[src/rtl/writeback_unit.sv]
// writeback_unit: merges load results and ALU results into one
// register-file write port. Loads have no backpressure and always win.
// ALU results are bypassed when nothing else is pending and are otherwise
// queued in a small FIFO.
// Optional feature: define WB_LOAD_EXT_EN to sign/zero-extend load data
// according to ld_funct3. Without it, load data passes through unchanged.
module writeback_unit #(
  parameter int FIFO_DEPTH = 4
) (
  input  logic        clk,
  input  logic        reset,
  input  logic        alu_valid,
  output logic        alu_ready,
  input  logic [4:0]  alu_rd,
  input  logic [63:0] alu_data,
  input  logic        ld_valid,
  input  logic [4:0]  ld_rd,
  input  logic [63:0] ld_data,
  input  logic [2:0]  ld_funct3,
  output logic        regWrite,
  output logic [4:0]  rd,
  output logic [63:0] data,
  output logic [31:0] busy
);

  localparam int PTR_W = (FIFO_DEPTH > 1) ? $clog2(FIFO_DEPTH) : 1;
  localparam int CNT_W = PTR_W + 1;
  localparam logic [CNT_W-1:0] DEPTH_C = CNT_W'(FIFO_DEPTH);

  // Queue storage and bookkeeping
  logic [4:0]       mem_rd_q   [FIFO_DEPTH];
  logic [4:0]       mem_rd_d   [FIFO_DEPTH];
  logic [63:0]      mem_data_q [FIFO_DEPTH];
  logic [63:0]      mem_data_d [FIFO_DEPTH];
  logic [PTR_W-1:0] wr_ptr_q, wr_ptr_d;
  logic [PTR_W-1:0] rd_ptr_q, rd_ptr_d;
  logic [CNT_W-1:0] count_q, count_d;

  // Registered write port
  logic        regwrite_q, regwrite_d;
  logic [4:0]  rd_q, rd_d;
  logic [63:0] data_q, data_d;

  // Per-cycle decisions
  logic        alu_accept;
  logic        push;
  logic        pop;
  logic        issue_v;
  logic [4:0]  issue_rd;
  logic [63:0] issue_data;
  logic [63:0] ld_value;
  logic [31:0] busy_c;
  logic [PTR_W-1:0] slot_off;

  // The queue only takes a result when a slot is free before this edge;
  // a pop in the same cycle does not make room early. Held low in reset.
  assign alu_ready  = reset && (count_q < DEPTH_C);
  assign alu_accept = alu_valid && alu_ready;

`ifdef WB_LOAD_EXT_EN
  // Load data shaping by RV64I load type
  always_comb begin
    ld_value = ld_data;
    case (ld_funct3)
      3'b000:  ld_value = {{56{ld_data[7]}},  ld_data[7:0]};
      3'b001:  ld_value = {{48{ld_data[15]}}, ld_data[15:0]};
      3'b010:  ld_value = {{32{ld_data[31]}}, ld_data[31:0]};
      3'b100:  ld_value = {56'd0, ld_data[7:0]};
      3'b101:  ld_value = {48'd0, ld_data[15:0]};
      3'b110:  ld_value = {32'd0, ld_data[31:0]};
      default: ld_value = ld_data;
    endcase
  end
`else
  logic unused_funct3;
  assign unused_funct3 = ^ld_funct3;

  // Load data is written back exactly as read from memory
  always_comb begin
    ld_value = ld_data;
  end
`endif

  // Pick the one write to issue this cycle and decide queue push/pop
  always_comb begin
    push       = 1'b0;
    pop        = 1'b0;
    issue_v    = 1'b0;
    issue_rd   = 5'd0;
    issue_data = 64'd0;
    if (ld_valid) begin
      issue_v    = 1'b1;
      issue_rd   = ld_rd;
      issue_data = ld_value;
      push       = alu_accept;
    end else if (count_q != '0) begin
      issue_v    = 1'b1;
      pop        = 1'b1;
      issue_rd   = mem_rd_q[rd_ptr_q];
      issue_data = mem_data_q[rd_ptr_q];
      push       = alu_accept;
    end else if (alu_accept) begin
      issue_v    = 1'b1;
      issue_rd   = alu_rd;
      issue_data = alu_data;
    end
  end

  // Writes to x0 are consumed but never reach the register file
  always_comb begin
    regwrite_d = issue_v && (issue_rd != 5'd0);
    rd_d       = regwrite_d ? issue_rd : 5'd0;
    data_d     = regwrite_d ? issue_data : 64'd0;
  end

  // Next queue contents, pointers and occupancy
  always_comb begin
    mem_rd_d   = mem_rd_q;
    mem_data_d = mem_data_q;
    wr_ptr_d   = wr_ptr_q;
    rd_ptr_d   = rd_ptr_q;
    count_d    = count_q;
    if (push) begin
      mem_rd_d[wr_ptr_q]   = alu_rd;
      mem_data_d[wr_ptr_q] = alu_data;
      wr_ptr_d             = wr_ptr_q + PTR_W'(1);
    end
    if (pop) begin
      rd_ptr_d = rd_ptr_q + PTR_W'(1);
    end
    case ({push, pop})
      2'b10:   count_d = count_q + CNT_W'(1);
      2'b01:   count_d = count_q - CNT_W'(1);
      default: count_d = count_q;
    endcase
  end

  // Scoreboard of destinations still waiting in the queue
  always_comb begin
    busy_c   = 32'd0;
    slot_off = '0;
    for (int j = 0; j < FIFO_DEPTH; j++) begin
      slot_off = PTR_W'(j) - rd_ptr_q;
      if ({1'b0, slot_off} < count_q) begin
        busy_c[mem_rd_q[j]] = 1'b1;
      end
    end
    busy_c[0] = 1'b0;
  end

  // Control state and write port, cleared asynchronously in reset
  always_ff @(posedge clk or negedge reset) begin
    if (!reset) begin
      wr_ptr_q   <= '0;
      rd_ptr_q   <= '0;
      count_q    <= '0;
      regwrite_q <= 1'b0;
      rd_q       <= 5'd0;
      data_q     <= 64'd0;
    end else begin
      wr_ptr_q   <= wr_ptr_d;
      rd_ptr_q   <= rd_ptr_d;
      count_q    <= count_d;
      regwrite_q <= regwrite_d;
      rd_q       <= rd_d;
      data_q     <= data_d;
    end
  end

  // Queue payload; only meaningful where occupancy says so, so no reset
  always_ff @(posedge clk) begin
    mem_rd_q   <= mem_rd_d;
    mem_data_q <= mem_data_d;
  end

  assign regWrite = regwrite_q;
  assign rd       = rd_q;
  assign data     = data_q;
  assign busy     = busy_c;

endmodule

[config.mk]
export PLATFORM = sky130hd
export DESIGN_NAME = writeback_unit
export DESIGN_NICKNAME = d
export VERILOG_FILES = /design/src/rtl/writeback_unit.sv
export SDC_FILE = /design/constraint.sdc
export NUM_CORES = 1
export LEC_CHECK = 0
export CAP_MARGIN = 20
export CORE_AREA = 2 2 256 207
export CTS_CLUSTER_DIAMETER = 100
export DETAILED_ROUTE_END_ITERATION = 7
export DIE_AREA = 0 0 258 209
export GPL_TIMING_DRIVEN = 0
export PLACE_DENSITY_LB_ADDON = 0.08
export SETUP_SLACK_MARGIN = 0.1
export SYNTH_ARGS = -nofsm -noshare
export SYNTH_HDL_FRONTEND = slang
export SYNTH_SLANG_ARGS = --single-unit
[constraint.sdc]
create_clock -name clk -period 3.3 [get_ports clk]
set_clock_uncertainty 0.05 [all_clocks]
set_input_delay 0.33 -clock clk [delete_from_list [all_inputs] [get_ports clk]]
set_output_delay 0.33 -clock clk [all_outputs]
set_load 0.01 [all_outputs]
==> results by stage <==
Global route:
- The first global-routing pass estimated 72.15 mm of wire.
- The number of antenna violations at the first check in global routing is 4.
- The maximum number of pins on one net before global-route repair is 46.
- The via count of the first global-routing pass came to 10909.
- The global router's overall resource usage is 0.1801.
- The total overflow left after global routing is 0.

Yosys:
- After synthesis the netlist holds a flip-flop and latch count of 353.
- The number of synthesized flops with an enable pin is 276.
- The number of warnings reported in the yosys synthesis log is 0.
- The count of mapped cells out of synthesis is 970.
- The fraction of synthesis flops using an asynchronous set or reset pin is 0.2181.
- Yosys mapped the design onto 53 distinct sky130hd cell types.
- In the post-synthesis netlist, the biggest area contributors are edfxtp_1 (54%), dfrtp_1 (13%), mux4_2 (10%), a32oi_1 (3.7%), a21oi_1 (3.0%).
- The post-synth design cell area is 15300 µm².
- The biggest area contributor in the post-synthesis netlist is edfxtp_1.
- In the synthesized netlist the dominant register cell turns out to be edfxtp_1.
- The mean cell area of the mapped netlist is 15.77 µm².
- The share of synthesized area occupied by flip-flops and latches is 0.6676.
- The proportion of netlist area held by the largest area contributor is 0.5417.
- The number of nets in the synthesized netlist is 1125.

Floorplanning:
- The overall die height is 209 µm.
- The top-level port count is 248.
- For this configuration, the core starts out at a cell density of 0.2959.
- The die covers 53920 µm².
- The floorplan row count is 75.
- The die is 258 µm wide.
- The floorplan step defined a core boundary enclosing 51710 µm².

Setup path:
- The worst register-to-register path begins at rd_ptr_q[1]$_DFFE_PN0P_.
- The count of cells along the worst register-to-register path is 9.
- The sort of element at the start of the critical path is a flip-flop.
- Data on the critical path arrives at its endpoint at 2.85 ns.
- The endpoint identified for the worst register-to-register timing path is data[30]$_DFF_PN0_.
- The reg-to-reg setup timing slack is 0.24 ns.
- The data required time at the worst endpoint is 2.92 ns.
- The type of the worst setup path is reg2out.
- The biggest fanout along the worst timing path is 5.
- STA classifies the critical path endpoint as an output port.

Clock network:
- The clock root buffer is clkbuf_16.
- Buffers inserted during clock tree synthesis total 40.
- The clock sink count is 353.
- TritonCTS built the clock tree.
- The insertion delay of the later-clocked pin in the worst-skew pair is 0.56 ns.
- The clock tree synthesis step divided the H-tree into 2 levels.
- The clock input transition at the sequential cells of the worst setup and hold paths is 0.06 ns.
- The longest clock path from root to sink contains 3 buffers.

Power:
- Summed over all nets, the switching power comes to 5398 µW.
- The cell-internal power is 11070 µW.
- Of the total power, combinational logic draws 0.390.
- The share of total power dissipated in sequential elements is 0.344.
- The peak ir drop on the vdd network is 396.1 µV.
- The clock network fraction of total power is 0.266.
- The cell area power density is 795.8 nW/µm².
- For this design the static power due to leakage is 0.007081 µW.
- The net switching fraction of the power is 0.3277.

Placement:
- Port buffering added 242 buffers.
- After detailed placement, the total cell area comes to 18740 µm².
- The number of placed instances, taps included is 1911.
- Detailed placement ended at an HPWL of 31.29 mm.
- The placer congestion estimate is 0.8610.

Finish:
- The most frequent standard cell in the layout excluding fill and tap cells is edfxtp_1.
- The final standard cell utilization of the core is 0.4003.
- The final standard cell area without fillers is 20700 µm².
- Fill cells in the final layout number 4743.
- For this run, the number of standard cells in the final layout without fillers is 2025.
- Summing all flip-flop and latch instances after layout gives 10220 µm².
- Compared with the post-synthesis result, the final layout area differs by 35.28%.
- The top cell types in the final layout, fill and taps aside, are edfxtp_1 (276), clkdlybuf4s50_1 (210), a21oi_1 (89).
- The combined area of the multi-input logic cells is 4996 µm².
- The net count of the finished layout is 1452.
- In the final layout, the share of cells above drive strength 1 is 0.2513.

STA:
- Counting I/O delays and the setup requirement, the final critical path takes 3.228 ns.
- The number of slew-limit violations in the final report is 0.
- The actual slew at the worst max-slew pin is 0.9187 ns.
- The part of the cycle the worst path needs is 0.9781.
- Setup violations remaining at the end of the flow were counted as 0.
- The number of hold violations in the final report is 0.
- The headroom to the max-slew limit is 0.3875.
- Setup repair after global routing could not meet its margin everywhere.
- Derived from the worst setup path, the maximum achievable clock frequency is 309.8 MHz.

Routing:
- The post-detailed-routing wire length is 48.76 mm.
- The detailed router's first-iteration violation count is 693.
- The first TritonRoute pass finished after 5 iterations.
- The number of vias per cell is 5.089.
- The post-route antenna net violation count is 0.
- The final routed DRC violation total is 0.
- The total number of vias is 10305.
- In the final routed layout, each cell accounts on average for 24.08 µm.

Run:
- Max-cap violations in this run came to 0.

Min path:
- The type of the tightest min-delay check is in2reg.
- The worst hold path begins at ld_valid.
- The path with the worst hold slack has its endpoint at rd[0]$_DFF_PN0_.
- Counting instances, the worst hold path has a depth of 2.

Outcome:
- The flow ran to the end, and the final reports show no timing, DRC or antenna violations.
==> flip-flops by register name (all words and copies together), names as in the netlist <==
register / count
regWrite: 1
wr_ptr_q: 2
rd_ptr_q: 2
rd: 5
data: 64
count_q: 3
mem_data_q: 256
mem_rd_q: 20
==> synthesized netlist by cell type, types with 9 or more instances <==
master	number
inv_1	15
a21oi_2	40
nor2_1	77
buf_1	13
mux4_2	69
buf_2	11
nand2_1	9
clkbuf_1	51
edfxtp_1	276
a32oi_1	65
a21oi_1	92
a221o_1	21
dfrtp_1	77
nor3b_1	10
o22ai_1	20
ha_1	9
==> critical path, cell delays in order, from the launching register on <==
cell and delay (ns):
dfrtp_2 0.42, buf_12 0.13, buf_12 0.13, xnor2_4 0.19, inv_2 0.07, ha_4 0.25
a21oi_4 0.16, nor2_4 0.07, or3b_4 0.46, o221ai_2 0.23, buf_2 0.17
==> worst max path at each step <==
stage,start,slack [ns],end
6_report,rd_ptr_q[0]$_DFFE_PN0P_,0.07,busy[9]
2_1_floorplan,rd_ptr_q[0]$_DFFE_PN0P_,0.22,busy[10]
3_3_place_gp,reset,-4.85,mem_data_q[40]$_DFFE_PP_
4_1_cts,rd_ptr_q[0]$_DFFE_PN0P_,-0.03,busy[10]
3_5_place_dp,rd_ptr_q[1]$_DFFE_PN0P_,-1.28,busy[22]
5_1_grt,rd_ptr_q[0]$_DFFE_PN0P_,0.005,busy[9]
==> routing by layer <==
layer	global-route usage	routed length (µm)	share of wire
met4	0.04445	884	0.018
met2	0.2802	22610	0.46
met5	0	26	0.00053
met1	0.2582	22570	0.46
met3	0.03651	2672	0.055
==> timing repair <==
| action | 4_1_cts | 5_1_grt |
|---|---|---|
| gates resized for setup | 209 | 21 |
| endpoints found under the hold margin | 32 | 0 |
| pin swaps | 41 | 19 |
| setup buffers | 27 | 5 |
| setup endpoints to repair | 341 | 109 |
| gates cloned | 4 | 0 |
| hold buffers | 5 | 0 |
==> stage by stage <==
| stage | setup TNS [ns] | hold WS [ns] | setup slack [ns] | power [µW] |
|---|---|---|---|---|
| after floorplan | 0 | -0.01559 | 0.2226 | 9010 |
| after global placement | -1768.79 | 0.5498 | -4.846 | 11330 |
| after detailed placement | -222.37 | 0.2880 | -1.277 | 11350 |
| after CTS | -0.06503 | 0.2504 | -0.03089 | 16600 |
| after global routing | 0 | 0.2652 | 0.005286 | 17310 |
| final | 0 | 0.2717 | 0.07239 | 16470 |
==> cell families after synthesis <==
kind of cell / share of synthesized area
flops: 0.6676
compound gates: 0.1335
simple gates: 0.05136
buf+inv: 0.02936
mux: 0.1052
fa+ha+maj: 0.008669
xor+xnor: 0.004007
other cells: 0.0002451
==> power groups by stage <==
stage,logic [µW],registers (µW),clock network (µW)
floorplan,3160,5850,0
global placement,5580,5750,0
detailed placement,5620,5730,0
CTS,6430,5660,4520
global route,6920,5710,4670
finish,6430,5660,4380
==> cell type report <==
type	instances	area share
clock inverter	18	0.007859
antenna	3	0.0003627
timing repair buffer	284	0.1360
clock buffer	56	0.05423
sequential	353	0.4936
tap	693	0.04189
multi-input combinational	523	0.2414
inverter	15	0.002902
buffer	80	0.02182
(Power assumes the default switching activity.)
